--- config.mk ---
export PLATFORM = sky130hd
export DESIGN_NAME = mem_port_arbiter
export DESIGN_NICKNAME = d
export VERILOG_FILES = /design/src/rtl/mem_arb_pkg.sv /design/src/rtl/mem_arb_streak_ctr.sv /design/src/rtl/mem_port_arbiter.sv
export SDC_FILE = /design/constraint.sdc
export NUM_CORES = 1
export LEC_CHECK = 0
export ABC_AREA = 0
export CAP_MARGIN = 20
export CORE_AREA = 2 2 63 95
export CTS_CLUSTER_DIAMETER = 40
export DETAILED_ROUTE_END_ITERATION = 8
export DIE_AREA = 0 0 65 97
export GPL_TIMING_DRIVEN = 0
export PLACE_DENSITY = 0.89
export SYNTH_ARGS = -nofsm -noshare
export SYNTH_HDL_FRONTEND = slang
export SYNTH_SLANG_ARGS = --single-unit
--- constraint.sdc ---
create_clock -name clk -period 3.7 [get_ports clk]
set_input_delay 0.555 -clock clk [delete_from_list [all_inputs] [get_ports clk]]
set_output_delay 0.555 -clock clk [all_outputs]
set_load 0.05 [all_outputs]
--- src/rtl/mem_arb_pkg.sv ---
// Shared types for the memory port arbiter.
//   arb_state_e : arbiter FSM states (IDLE, ACCESS, RESP)
//   owner_e     : which requester holds the current grant
//   streak_width: bits needed to count data grants up to a given maximum
package mem_arb_pkg;

  typedef enum logic [1:0] {
    IDLE,
    ACCESS,
    RESP
  } arb_state_e;

  typedef enum logic {
    OWN_I,
    OWN_D
  } owner_e;

  localparam int unsigned MAX_DSTREAK_DFLT = 3;

  // Width of the streak counter: $clog2(max_streak + 1).
  function automatic int unsigned streak_width(input int unsigned max_streak);
    return $clog2(max_streak + 1);
  endfunction

endpackage

--- src/rtl/mem_arb_streak_ctr.sv ---
// Saturating counter of consecutive data grants made while a fetch is waiting.
// Ports:
//   clk_i     clock
//   reset_i   synchronous, active-high reset (count -> 0)
//   inc_i     count one more data grant (ignored once saturated)
//   clr_i     clear the count; wins over inc_i
//   at_max_o  count has reached MaxVal, fetch must be served next
module mem_arb_streak_ctr
  import mem_arb_pkg::*;
#(
  parameter int unsigned MaxVal = MAX_DSTREAK_DFLT,
  parameter int unsigned Width  = streak_width(MaxVal)
) (
  input  logic clk_i,
  input  logic reset_i,
  input  logic inc_i,
  input  logic clr_i,
  output logic at_max_o
);

  logic [Width-1:0] count_q, count_d;

  assign at_max_o = (count_q == Width'(MaxVal));

  always_comb begin
    count_d = count_q;
    if (clr_i) begin
      count_d = '0;
    end else if (inc_i && !at_max_o) begin
      count_d = count_q + Width'(1);
    end
  end

  always_ff @(posedge clk_i) begin
    if (reset_i) begin
      count_q <= '0;
    end else begin
      count_q <= count_d;
    end
  end

endmodule

--- src/rtl/mem_port_arbiter.sv ---
// Shares one single-ported synchronous memory between instruction fetch (I)
// and load/store (D). Each access takes ACCESS (mem_* presented) then RESP
// (ack pulsed, read data passed through from mem_rdata). D has priority,
// bounded by a streak counter so a waiting fetch is served after at most
// MAX_DSTREAK consecutive data grants.
// Ports:
//   clk, reset                 clock, synchronous active-high reset
//   if_req/if_addr             fetch request, held until if_ack
//   if_ack/if_rdata            fetch completion pulse and word (0 otherwise)
//   d_req/d_we/d_addr/d_wdata  data request, held until d_ack
//   d_ack/d_rdata              data completion pulse, load data (0 otherwise)
//   mem_en/mem_we/mem_addr/mem_wdata  registered memory access
//   mem_rdata                  memory read data, valid cycle after a read
//   busy                       high in ACCESS and RESP
module mem_port_arbiter
  import mem_arb_pkg::*;
#(
  parameter int unsigned AW          = 16,
  parameter int unsigned DW          = 16,
  parameter int unsigned MAX_DSTREAK = MAX_DSTREAK_DFLT
) (
  input  logic          clk,
  input  logic          reset,
  input  logic          if_req,
  input  logic [AW-1:0] if_addr,
  output logic          if_ack,
  output logic [DW-1:0] if_rdata,
  input  logic          d_req,
  input  logic          d_we,
  input  logic [AW-1:0] d_addr,
  input  logic [DW-1:0] d_wdata,
  output logic          d_ack,
  output logic [DW-1:0] d_rdata,
  output logic          mem_en,
  output logic          mem_we,
  output logic [AW-1:0] mem_addr,
  output logic [DW-1:0] mem_wdata,
  input  logic [DW-1:0] mem_rdata,
  output logic          busy
);

  localparam int unsigned SW = streak_width(MAX_DSTREAK);

  arb_state_e    state_q, state_d;
  owner_e        owner_q, owner_d;
  logic          acc_we_q, acc_we_d;
  logic          mem_en_q, mem_en_d;
  logic          mem_we_q, mem_we_d;
  logic [AW-1:0] mem_addr_q, mem_addr_d;
  logic [DW-1:0] mem_wdata_q, mem_wdata_d;

  logic win_d, win_i;
  logic grant_d, grant_i;
  logic arb_point;
  logic streak_inc, streak_clr, streak_at_max;

  mem_arb_streak_ctr #(
    .MaxVal(MAX_DSTREAK),
    .Width (SW)
  ) u_streak (
    .clk_i   (clk),
    .reset_i (reset),
    .inc_i   (streak_inc),
    .clr_i   (streak_clr),
    .at_max_o(streak_at_max)
  );

  // Raw arbitration result from the current requests. D loses only when a
  // fetch is waiting and the data streak has saturated.
  assign win_d = d_req && (!streak_at_max || !if_req);
  assign win_i = !win_d && if_req;

  always_comb begin
    state_d     = state_q;
    owner_d     = owner_q;
    acc_we_d    = acc_we_q;
    mem_en_d    = 1'b0;
    mem_we_d    = 1'b0;
    mem_addr_d  = mem_addr_q;
    mem_wdata_d = mem_wdata_q;
    grant_d     = 1'b0;
    grant_i     = 1'b0;
    arb_point   = 1'b0;

    unique case (state_q)
      IDLE: begin
        arb_point = 1'b1;
        grant_d   = win_d;
        grant_i   = win_i;
      end
      ACCESS: begin
        state_d = RESP;
      end
      RESP: begin
        // The owner is being acked this cycle, so only a win by the other
        // requester turns into a back-to-back grant.
        arb_point = 1'b1;
        grant_d   = win_d && (owner_q == OWN_I);
        grant_i   = win_i && (owner_q == OWN_D);
        state_d   = IDLE;
      end
      default: begin
        state_d = IDLE;
      end
    endcase

    if (grant_d) begin
      state_d     = ACCESS;
      owner_d     = OWN_D;
      acc_we_d    = d_we;
      mem_en_d    = 1'b1;
      mem_we_d    = d_we;
      mem_addr_d  = d_addr;
      mem_wdata_d = d_wdata;
    end else if (grant_i) begin
      state_d     = ACCESS;
      owner_d     = OWN_I;
      acc_we_d    = 1'b0;
      mem_en_d    = 1'b1;
      mem_we_d    = 1'b0;
      mem_addr_d  = if_addr;
      mem_wdata_d = '0;
    end

    // In ACCESS the registered mem_* must stay up for the memory to sample.
    if (state_q == ACCESS) begin
      mem_en_d = mem_en_q;
      mem_we_d = mem_we_q;
    end
  end

  // Streak only grows while a fetch is actually waiting.
  assign streak_inc = grant_d && if_req;
  assign streak_clr = arb_point && (grant_i || !if_req);

  always_ff @(posedge clk) begin
    if (reset) begin
      state_q     <= IDLE;
      owner_q     <= OWN_I;
      acc_we_q    <= 1'b0;
      mem_en_q    <= 1'b0;
      mem_we_q    <= 1'b0;
      mem_addr_q  <= '0;
      mem_wdata_q <= '0;
    end else begin
      state_q     <= state_d;
      owner_q     <= owner_d;
      acc_we_q    <= acc_we_d;
      mem_en_q    <= mem_en_d;
      mem_we_q    <= mem_we_d;
      mem_addr_q  <= mem_addr_d;
      mem_wdata_q <= mem_wdata_d;
    end
  end

  // ACCESS lasts one cycle, so mem_en/mem_we drop when entering RESP.
  assign mem_en    = mem_en_q && (state_q == ACCESS);
  assign mem_we    = mem_we_q && (state_q == ACCESS);
  assign mem_addr  = mem_addr_q;
  assign mem_wdata = mem_wdata_q;

  assign busy     = (state_q != IDLE);
  assign if_ack   = (state_q == RESP) && (owner_q == OWN_I);
  assign d_ack    = (state_q == RESP) && (owner_q == OWN_D);
  assign if_rdata = if_ack ? mem_rdata : '0;
  assign d_rdata  = (d_ack && !acc_we_q) ? mem_rdata : '0;

endmodule

Word-level counts from Yosys, hierarchy flattened
Cells that the tools add are included.

Output and inout port bits: 69. Word-level logic and storage cells: 57. Input port bits: 69. Register bits after elaboration: 40.

Add/subtract/negate cells: 1. Eq/ne operators: 4. Reductions and logical operators: 24. Bitwise operators: 1. Muxes and demuxes: 18.

Operators with widths (count): 2-to-1 mux 16 bit (6); logical AND 1 bit (12); 2-to-1 mux 1 bit (9); == test 2 bit (second input constant) (2); logical NOT 1 bit (4); case mux 1 bit (2 select lines) (2); case mux 2 bit (2 select lines) (1); nonzero test 2 bit (2); OR reduction 2 bit (2); != test 3 bit (second input constant) (1); OR reduction 3 bit (1); adder 2 x 1 -> 2 bit (second input constant) (1); == test 2 x 1 -> 1 bit (second input constant) (1); logical NOT 2 bit (1); logical OR 1 bit (2); NOT 1 bit (1).

Longest topological paths before layout
Gate-level depths: netlist of run 1.

Depth after elaboration: 11. Mapped depth: 6. Gate-level depth less buffers: 5.

By module
Synthesis of run 1 repeated with hierarchy kept, for this count alone.

Cell total of the unflattened synthesis: 226. Area total of the unflattened synthesis: 2023.2 um^2.

Modules (own cells, without submodules): mem_port_arbiter (cells each 218, sequential area each 760.7 um^2, area each 1918.1 um^2, times used 1); mem_arb_streak_ctr (cells each 8, sequential area each 40.0 um^2, area each 105.1 um^2, times used 1).

Worst setup path after synthesis of run 1
Ideal clock, no wire load.

Kind: flip-flop to output port. Start point: register state_q[0]. End point: output if_rdata[10]. Path buffers: 2. Path slack: 1110 ps. Data arrival time: 2035 ps. Data required time: 3145 ps. Cell stages (with the launch flop): 5. Path through: dfxtp_1 clkbuf_1 nor3b_1 clkbuf_1 and2_1.

Cells in the longest elaborated chain, start to end: 3.

RTL lines: from (decl) (line mem_port_arbiter.sv:44) `arb_state_e state_q, state_d;`; from (signal assigned) (line mem_port_arbiter.sv:146) `state_q <= state_d;`; == test 2 bit (line mem_port_arbiter.sv:163) `assign if_ack = (state_q == RESP) && (owner_q == OWN_I);`; logical AND 1 bit (line mem_port_arbiter.sv:163); named net if_ack (line mem_port_arbiter.sv:26) `output logic if_ack,`; 2-to-1 mux 16 bit (line mem_port_arbiter.sv:165) `assign if_rdata = if_ack ? mem_rdata : '0;`; to (decl) (line mem_port_arbiter.sv:27) `output logic [DW-1:0] if_rdata,`.

The timed path passes the listed nets, and every way through them passes these cells.

Worst setup path after layout of run 1
Start point: register state_q[0]. End point: output d_rdata[8].

Cells in the longest elaborated chain, start to end: 4.

RTL lines: == test 2 bit (line mem_port_arbiter.sv:164) `assign d_ack = (state_q == RESP) && (owner_q == OWN_D);`; logical AND 1 bit (line mem_port_arbiter.sv:164); logical AND 1 bit (line mem_port_arbiter.sv:166) `assign d_rdata = (d_ack && !acc_we_q) ? mem_rdata : '0;`; 2-to-1 mux 16 bit (line mem_port_arbiter.sv:166); to (decl) (line mem_port_arbiter.sv:33) `output logic [DW-1:0] d_rdata,`.

No other way between the ends.

==> results of run 1 <==
[worst paths after layout]
path	from	endpoint	slack [ps]
setup reg to reg	u_streak.count_q[0]$_SDFFE_PP0P_	mem_addr[5]$_SDFFE_PP0P_	1690
hold reg to reg	mem_wdata[5]$_SDFFE_PP0P_	mem_wdata[5]$_SDFFE_PP0P_	470
setup / recovery	state_q[0]$_SDFFE_PP0P_	d_rdata[8]	410
hold / removal	mem_wdata[5]$_SDFFE_PP0P_	mem_wdata[5]$_SDFFE_PP0P_	470
[power by group]
part | switching, mW | internal, mW | leakage (nW) | total (mW)
Sequential | 0.0168 | 0.466 | 0.330 | 0.483
Combinational | 0.263 | 0.190 | 0.955 | 0.453
Clock | 0.148 | 0.266 | 0.0642 | 0.414
Total | 0.428 | 0.922 | 1.35 | 1.35
[flip-flops by register name, indices dropped and copies added, names as in the netlist]
name	cells
mem_addr	16
mem_wdata	16
state_q	2
u_streak.count_q	2
acc_we_q	1
mem_en_q	1
mem_we_q	1
owner_q	1
[synth_stat cells (all sizes together)]
library cell,number,share of area [%]
a2111o,1,0.56
a211oi,17,10
a21bo,1,0.50
a21oi,36,8.9
and2,33,10
and3b,1,0.44
buf,7,2.5
clkbuf,11,2.1
dfxtp,40,40
ha,1,0.62
inv,1,0.19
mux2i,17,8.5
nand2,19,3.5
nand2b,2,0.62
nor2,8,1.9
nor2b,5,1.6
nor3,1,0.25
nor3b,1,0.37
o21a,1,0.37
o21ai,17,4.2
o21bai,1,0.37
o221a,1,0.56
o221ai,1,0.75
or2,2,0.62
xor2,1,0.44
[cells by family (layout without fill, tap and decap cells)]
| logic type | count (synthesis) | in the layout |
|---|---|---|
| AOI/OAI and AO/OA | 76 | 76 |
| xor gates and xnor gates | 1 | 1 |
| adders and majority gates | 1 | 1 |
| buffers and inverters | 19 | 162 |
| DFF | 40 | 40 |
| muxes | 17 | 17 |
| and+or+nand+nor | 72 | 72 |
[metrics by stage]
step	hold slack, ps	instances	instance area [um^2]	power, mW	setup WS, ps
floorplan	439.8	226	2013	0.7674	1110
global placement	452.8	432	3462	0.9421	712.9
detailed placement	463.3	432	3462	0.9473	676.9
CTS	474.8	439	3591	1.362	359.6
global route	512.4	439	3591	1.409	110.4
finish	471.5	439	3591	1.350	414.6
[worst min-delay path, delay by kind of cell, from the launching register on]
kind	cells	cell delay [ps]
flip-flops	1	310
AO/OA/AOI/OAI	2	120
[metal layers]
layer | GRT usage (%) | up-vias | wire, um
met5 | 0 | - | 0
met4 | 4.092 | 0 | 60
met3 | 6.977 | 6 | 624
met2 | 35.61 | 105 | 3074
met1 | 19.46 | 946 | 2119
li1 | - | 1071 | -
[cell type report]
class / count / area, um^2
tap: 70 / 87.58
fill: 452 / 1818
inverter: 1 / 3.754
clock buffer: 5 / 68.82
buffer: 18 / 91.34
clock inverter: 2 / 60.06
sequential: 40 / 800.8
multi-input combinational: 167 / 1117
timing repair buffer: 136 / 1361
==> summary.md, run 1 <==
| Metric | Value |
|---|---|
| Total of warnings raised by yosys | `0` |
| Period Utilization, post-route | `between 80% and 90%` |
| Port buffer count | `136` |
| Antenna violations before repair | `0` |
| Final Max Tran Viols | `0` |
| Core Footprint | `around 5400 um^2` |
| Result of the run | `finished, final reports clean` |
| Sum Neg Setup Slack | `0 ps` |
| Synthesized-area fraction occupied by adder cells | `0.6215%` |
| First-iteration detailed-routing DRC count | `14` |
| Hold/Removal Path Class | `reg2reg` |
| Top library cells by usage in the layout, fill and taps aside | `sky130_fd_sc_hd__clkdlybuf4s50_1 (136), sky130_fd_sc_hd__dfxtp_1 (40), sky130_fd_sc_hd__a21oi_1 (36)` |
| Synthesis-to-layout area growth | `78.37%` |
| Antenna cell count | `0` |
| Pin slew with the least headroom to its limit | `679.2 ps` |
| Power per Cell Area | `376.0 nW/um^2` |
| Final net count | `about 440` |
| RSZ-0062 raised after global routing | `false` |
| Maximum net fanout on the critical path | `10` |
| Register bit total from synthesis | `40` |
| Main combinational cell family by area after synthesis | `compound AO/OA/AOI/OAI gates` |
| Count of endpoints failing setup in the final report | `0` |
| Max VDD drop | `~0.00033 V` |
| First-pass GRT wire length | `9722 um` |
| Clock tree root buffer cell | `sky130_fd_sc_hd__clkbuf_8` |
| Crit path largest cell delay | `810 ps` |
| Core utilization of the finished layout | `between 60% and 70%` |
| Final Hold Vio Count | `0` |
| Master of the slowest instance on the critical path | `sky130_fd_sc_hd__clkdlybuf4s50_1` |
| Max-cap violations | `0` |
| Syn Inst Count | `226` |
| Levels on crit path | `6` |
| Post-Synth Simple-Gate Area | `19.52%` |
| Fin crit period | `between 3000 and 4000 ps` |
| Delay-heaviest family, CP | `buffers and inverters` |
| Worst Reg2Reg Path Length in Cells | `6` |
| Most frequent standard cell in the layout excluding fill and tap cells | `sky130_fd_sc_hd__clkdlybuf4s50_1` |
| Mux cell area share after synthesis | `roughly 8.5%` |
| Leakage | `1.349 nW` |
| Inserted Clock Buffers | `5` |
| TritonCTS clock tree | `built` |
| Number of sinks on the clock net | `40` |
| Fraction of the mapped netlist area in compound gates | `a little over a quarter` |
| Maximum number of pins on one net before global-route repair | `13` |
| Worst Path Required | `3140 ps` |
| Critical path buffer and inverter count | `3` |
| CP endpoint kind | `output pin` |
| CTS H-Tree Depth | `2` |
| Detailed Routing Iterations Pass 1 | `4` |
| Vias in the first global route | `about 2100` |
| Half-perimeter wire length after detailed placement | `4665 um` |
| Die footprint | `6305 um^2` |
| Via-per-instance ratio | `4.847` |
| Sum of overflow across all layers after global routing | `0` |
| Xor and xnor area share after synthesis | `0.4351%` |
| Die Y | `97 um` |
| Critical Path AT | `2730 ps` |
| CTS resizes | `0` |
| Global placer's final weighted congestion | `0.7281` |
| Synthesized area | `2013 um^2` |
| Insertion delay to the later sink of the worst-skew pair | `roughly 280 ps` |
| Final Skew | `6.446 ps` |
| Post-Synthesis Net Count | `296` |
| Critical path launch point type | `register` |
| Most frequent CP cell | `sky130_fd_sc_hd__clkbuf_1` |
| Max-Slew Margin vs Limit | `54.62%` |
| Drt drc | `0` |
| Fmax | `between 300 and 400 MHz` |
| # hold bufs at CTS | `0` |
| Post-Synthesis Mean Instance Area | `around 8.9 um^2` |
| All-layer global routing usage | `between 10% and 20%` |
| Vias post-DR | `about 2100` |
| Share of post-route cells with drive strength above 1 | `8.943%` |
| Final routed wire length divided by cell count | `13.39 um` |
| Antenna Violating Nets Remaining | `0` |
| Setup fix buffers added after clock tree synthesis | `0` |
| Class of the most critical setup path | `reg2out` |
| Maximum number of buffers from clock root to sink | `2` |
| Placement row count | `33` |
| Instance count along the most critical hold path | `2` |
| Unique cell type count in the Yosys netlist | `31` |
| Chip width | `65 um` |
| List of cells traversed by the critical path | `clkbuf_1, and3b_1, nor2b_1, clkbuf_1, and2_1, clkdlybuf4s50_1` |
| Clk pin slew, worst setup/hold paths | `80 ps` |
| Starting utilization of the core area | `a little under two fifths` |
| Post-synthesis sequential area ratio | `about two fifths` |
| WL final | `5879 um` |
| Number of top-level pins | `138` |
Power figures use the tool's default switching activity.
==> inputs of run 2 (changes only) <==
--- a/config.mk
+++ b/config.mk
@@ -7,12 +7,14 @@
 export LEC_CHECK = 0
 export ABC_AREA = 0
 export CAP_MARGIN = 20
-export CORE_AREA = 2 2 63 95
+export CELL_PAD_IN_SITES_DETAIL_PLACEMENT = 0
+export CELL_PAD_IN_SITES_GLOBAL_PLACEMENT = 1
+export CORE_AREA = 2 2 82 123
 export CTS_CLUSTER_DIAMETER = 40
 export DETAILED_ROUTE_END_ITERATION = 8
-export DIE_AREA = 0 0 65 97
+export DIE_AREA = 0 0 84 125
 export GPL_TIMING_DRIVEN = 0
-export PLACE_DENSITY = 0.89
+export PLACE_DENSITY = 0.81
 export SYNTH_ARGS = -nofsm -noshare
 export SYNTH_HDL_FRONTEND = slang
 export SYNTH_SLANG_ARGS = --single-unit
==> constraint.sdc (replaced) <==
create_clock -name clk -period 2.7 [get_ports clk]
set_input_delay 0.405 -clock clk [delete_from_list [all_inputs] [get_ports clk]]
set_output_delay 0.405 -clock clk [all_outputs]
set_load 0.05 [all_outputs]
==> run 2 against run 1 <==
Die area increased by 67%. Register-to-register slack got worse by 1000 ps. Combinational power up 37%. Wire length grew 12%. Via count increased by 1.2%. Design area grew 3.0%. Sequential share of layout area decreased by 0.66 points. Final cell count increased by 10%. Non-clock buffer count down 1. Critical path type unchanged.
==> summary.md, run 2 (synthesis results as in run 1) <==
| Metric | Value |
|---|---|
| CP endpoint kind | `output pin` |
| Final net count | `438 (-0.23%)` |
| Max-Slew Margin vs Limit | `51.57% (-3.1 points)` |
| Critical Path AT | `2150 ps (-580 ps)` |
| Detailed Routing Iterations Pass 1 | `4 (unchanged)` |
| All-layer global routing usage | `12.50% (-6.5 points)` |
| Inserted Clock Buffers | `5 (unchanged)` |
| Fin crit period | `2551 ps` |
| Combinational share of power | `31.0% (-2.6 points)` |
| Antenna violations before repair | `0 (unchanged)` |
| Clock tree root buffer cell | `sky130_fd_sc_hd__clkbuf_16` |
| Synthesis-to-layout area growth | `83.78%` |
| Vias post-DR | `2153 (+1.2%)` |
| Clk network pwr share | `35.5% (+4.9 points)` |
| Via-per-instance ratio | `4.448 (-8.2%)` |
| TritonCTS clock tree | `built` |
| Final Hold Vio Count | `0 (unchanged)` |
| Die Y | `125 um (+29%)` |
| Count of endpoints failing setup in the final report | `0 (unchanged)` |
| Final Skew | `3.880 ps (-2.566 ps)` |
| Critical path launch point type | `register` |
| Core Footprint | `9524 um^2 (+76%)` |
| First-pass GRT wire length | `10610 um (+9.2%)` |
| Share of post-route cells with drive strength above 1 | `12.47% (+3.5 points)` |
| Worst Path Required | `2300 ps (-840 ps)` |
| Pint | `1.360 mW (+47%)` |
| Maximum number of buffers from clock root to sink | `2 (unchanged)` |
| Starting utilization of the core area | `21.14% (-16 points)` |
| Half-perimeter wire length after detailed placement | `5233 um (+12%)` |
| CTS H-Tree Depth | `2 (unchanged)` |
| Clk pin slew, worst setup/hold paths | `60 ps (-20 ps)` |
| Die footprint | `10500 um^2 (+67%)` |
| # hold bufs at CTS | `0 (unchanged)` |
| Setup fix buffers added after clock tree synthesis | `0 (unchanged)` |
| Flop pwr share | `33.5% (-2.3 points)` |
| PnR worst setup slack | `149.2 ps (-265.4 ps)` |
| Antenna cell count | `0 (unchanged)` |
| Global placer's final weighted congestion | `0.7554 (+3.7%)` |
| First-iteration detailed-routing DRC count | `53 (+39)` |
| Leakage | `1.449 nW (+7.4%)` |
| Max VDD drop | `0.0004226 V (+28%)` |
| Result of the run | `finished, final reports clean` |
| Dpl cell area | `3518 um^2 (+1.6%)` |
| Hold/Removal Path Class | `reg2reg` |
| Fmax | `between 300 and 400 MHz` |
| Number of top-level pins | `138 (unchanged)` |
| Maximum net fanout on the critical path | `11 (+1)` |
| Vias in the first global route | `2136 (+0.42%)` |
| Max-cap violations | `0 (unchanged)` |
| Pin slew with the least headroom to its limit | `726.5 ps (+47.29 ps)` |
| Class of the most critical setup path | `reg2out` |
| Sum of overflow across all layers after global routing | `0 (unchanged)` |
| Hold_ws | `472.7 ps (+1.200 ps)` |
| Maximum number of pins on one net before global-route repair | `14 (+1)` |
| Period Utilization, post-route | `94.47%` |
| Switching power share of the total | `31.84% (+0.15 points)` |
| CTS resizes | `48 (+48)` |
| Chip width | `84 um (+29%)` |
| Fill cells | `966 (+110%)` |
| Insertion delay to the later sink of the worst-skew pair | `280 ps (about the same)` |
| RSZ-0062 raised after global routing | `false` |
| R2R Setup Slk | `670 ps (-1020 ps)` |
| Top library cells by usage in the layout, fill and taps aside | `sky130_fd_sc_hd__clkdlybuf4s50_1 (110), sky130_fd_sc_hd__dfxtp_1 (40), sky130_fd_sc_hd__a21oi_1 (36)` |
| Power per Cell Area | `539.5 nW/um^2 (+43%)` |
| Final Max Tran Viols | `0 (unchanged)` |
| Worst setup slack after placement | `-162.7 ps (-839.5 ps)` |
| Number of sinks on the clock net | `40 (unchanged)` |
| Drt drc | `0 (unchanged)` |
| Area of all placed cells without fillers | `3700 um^2 (+3.0%)` |
| Port buffer count | `136 (unchanged)` |
| WL final | `6579 um (+12%)` |
| Final routed wire length divided by cell count | `13.59 um (+1.5%)` |
| Net load switching power | `635.4 uW (+49%)` |
| Placement row count | `44 (+33%)` |
| Most frequent standard cell in the layout excluding fill and tap cells | `sky130_fd_sc_hd__clkdlybuf4s50_1` |
| Antenna Violating Nets Remaining | `0 (unchanged)` |
## run 2: cell count changes in the layout (fill, tap and decap cells not counted)
cell | before | now
sky130_fd_sc_hd__clkbuf_16 | 0 | 5
sky130_fd_sc_hd__nor2b_1 | 5 | 4
sky130_fd_sc_hd__nor3b_4 | 0 | 1
sky130_fd_sc_hd__clkbuf_1 | 11 | 10
sky130_fd_sc_hd__clkdlybuf4s15_1 | 0 | 1
sky130_fd_sc_hd__clkbuf_8 | 5 | 1
sky130_fd_sc_hd__bufinv_16 | 2 | 1
sky130_fd_sc_hd__clkinv_4 | 0 | 1
sky130_fd_sc_hd__clkdlybuf4s15_2 | 0 | 10
sky130_fd_sc_hd__dlygate4sd2_1 | 0 | 15
sky130_fd_sc_hd__clkdlybuf4s50_1 | 136 | 110
sky130_fd_sc_hd__nor2b_2 | 0 | 1
sky130_fd_sc_hd__nor3b_1 | 1 | 0
## run 2: worst paths after layout
path,from,endpoint,cells past startpoint
max,state_q[0]$_SDFFE_PP0P_,mem_en,3
max reg2reg,u_streak.count_q[0]$_SDFFE_PP0P_,mem_addr[9]$_SDFFE_PP0P_,6
min,mem_we_q$_SDFFE_PP0N_,mem_we_q$_SDFFE_PP0N_,2
min reg2reg,mem_we_q$_SDFFE_PP0N_,mem_we_q$_SDFFE_PP0N_,2
## run 2: per-stage QoR
stage | total power [mW] | instances | utilization, % | TNS, ps
after global placement | 1.300 | 477 | 36.94 | -2223
final | 1.996 | 484 | 38.85 | 0
after CTS | 2.030 | 485 | 38.81 | 0
after floorplan | 1.052 | 226 | - | 0
after detailed placement | 1.306 | 477 | 36.94 | -2372
after global routing | 2.090 | 484 | 38.85 | 0
## run 2: cell type report
cell class	count	area, um^2	share of cell area (%)
inverters	1	3.754	0.1015
clock inverters	2	38.79	1.048
multi-input cells	167	1131	30.57
repair buffers	136	1355	36.62
flip-flops and latches	40	800.8	21.64
clock buffers	6	138.9	3.754
well taps	115	143.9	3.889
plain buffers	17	87.58	2.367
## run 2: power by group through the flow
stage	combinational [mW]	clock [mW]	sequential (mW)
2_1_floorplan	0.232	0	0.819
3_3_place_gp	0.623	0	0.677
3_5_place_dp	0.630	0	0.677
4_1_cts	0.628	0.737	0.665
5_1_grt	0.657	0.758	0.675
6_report	0.620	0.708	0.668
## run 2: metal layers
metal | vias up | GRT usage [%] | share of wire, %
met5 | - | 0 | 0
li1 | 1070 | - | -
met2 | 109 | 23.29 | 52
met1 | 968 | 13.40 | 38
met3 | 6 | 3.762 | 8.2
met4 | 0 | 3.700 | 1.3
## run 2: worst max-delay path, stage by stage (launching register included)
cell and delay [ps]:
sky130_fd_sc_hd__dfxtp_1 580, sky130_fd_sc_hd__nor2b_1 270, sky130_fd_sc_hd__and2_1 190, sky130_fd_sc_hd__clkdlybuf4s50_1 820
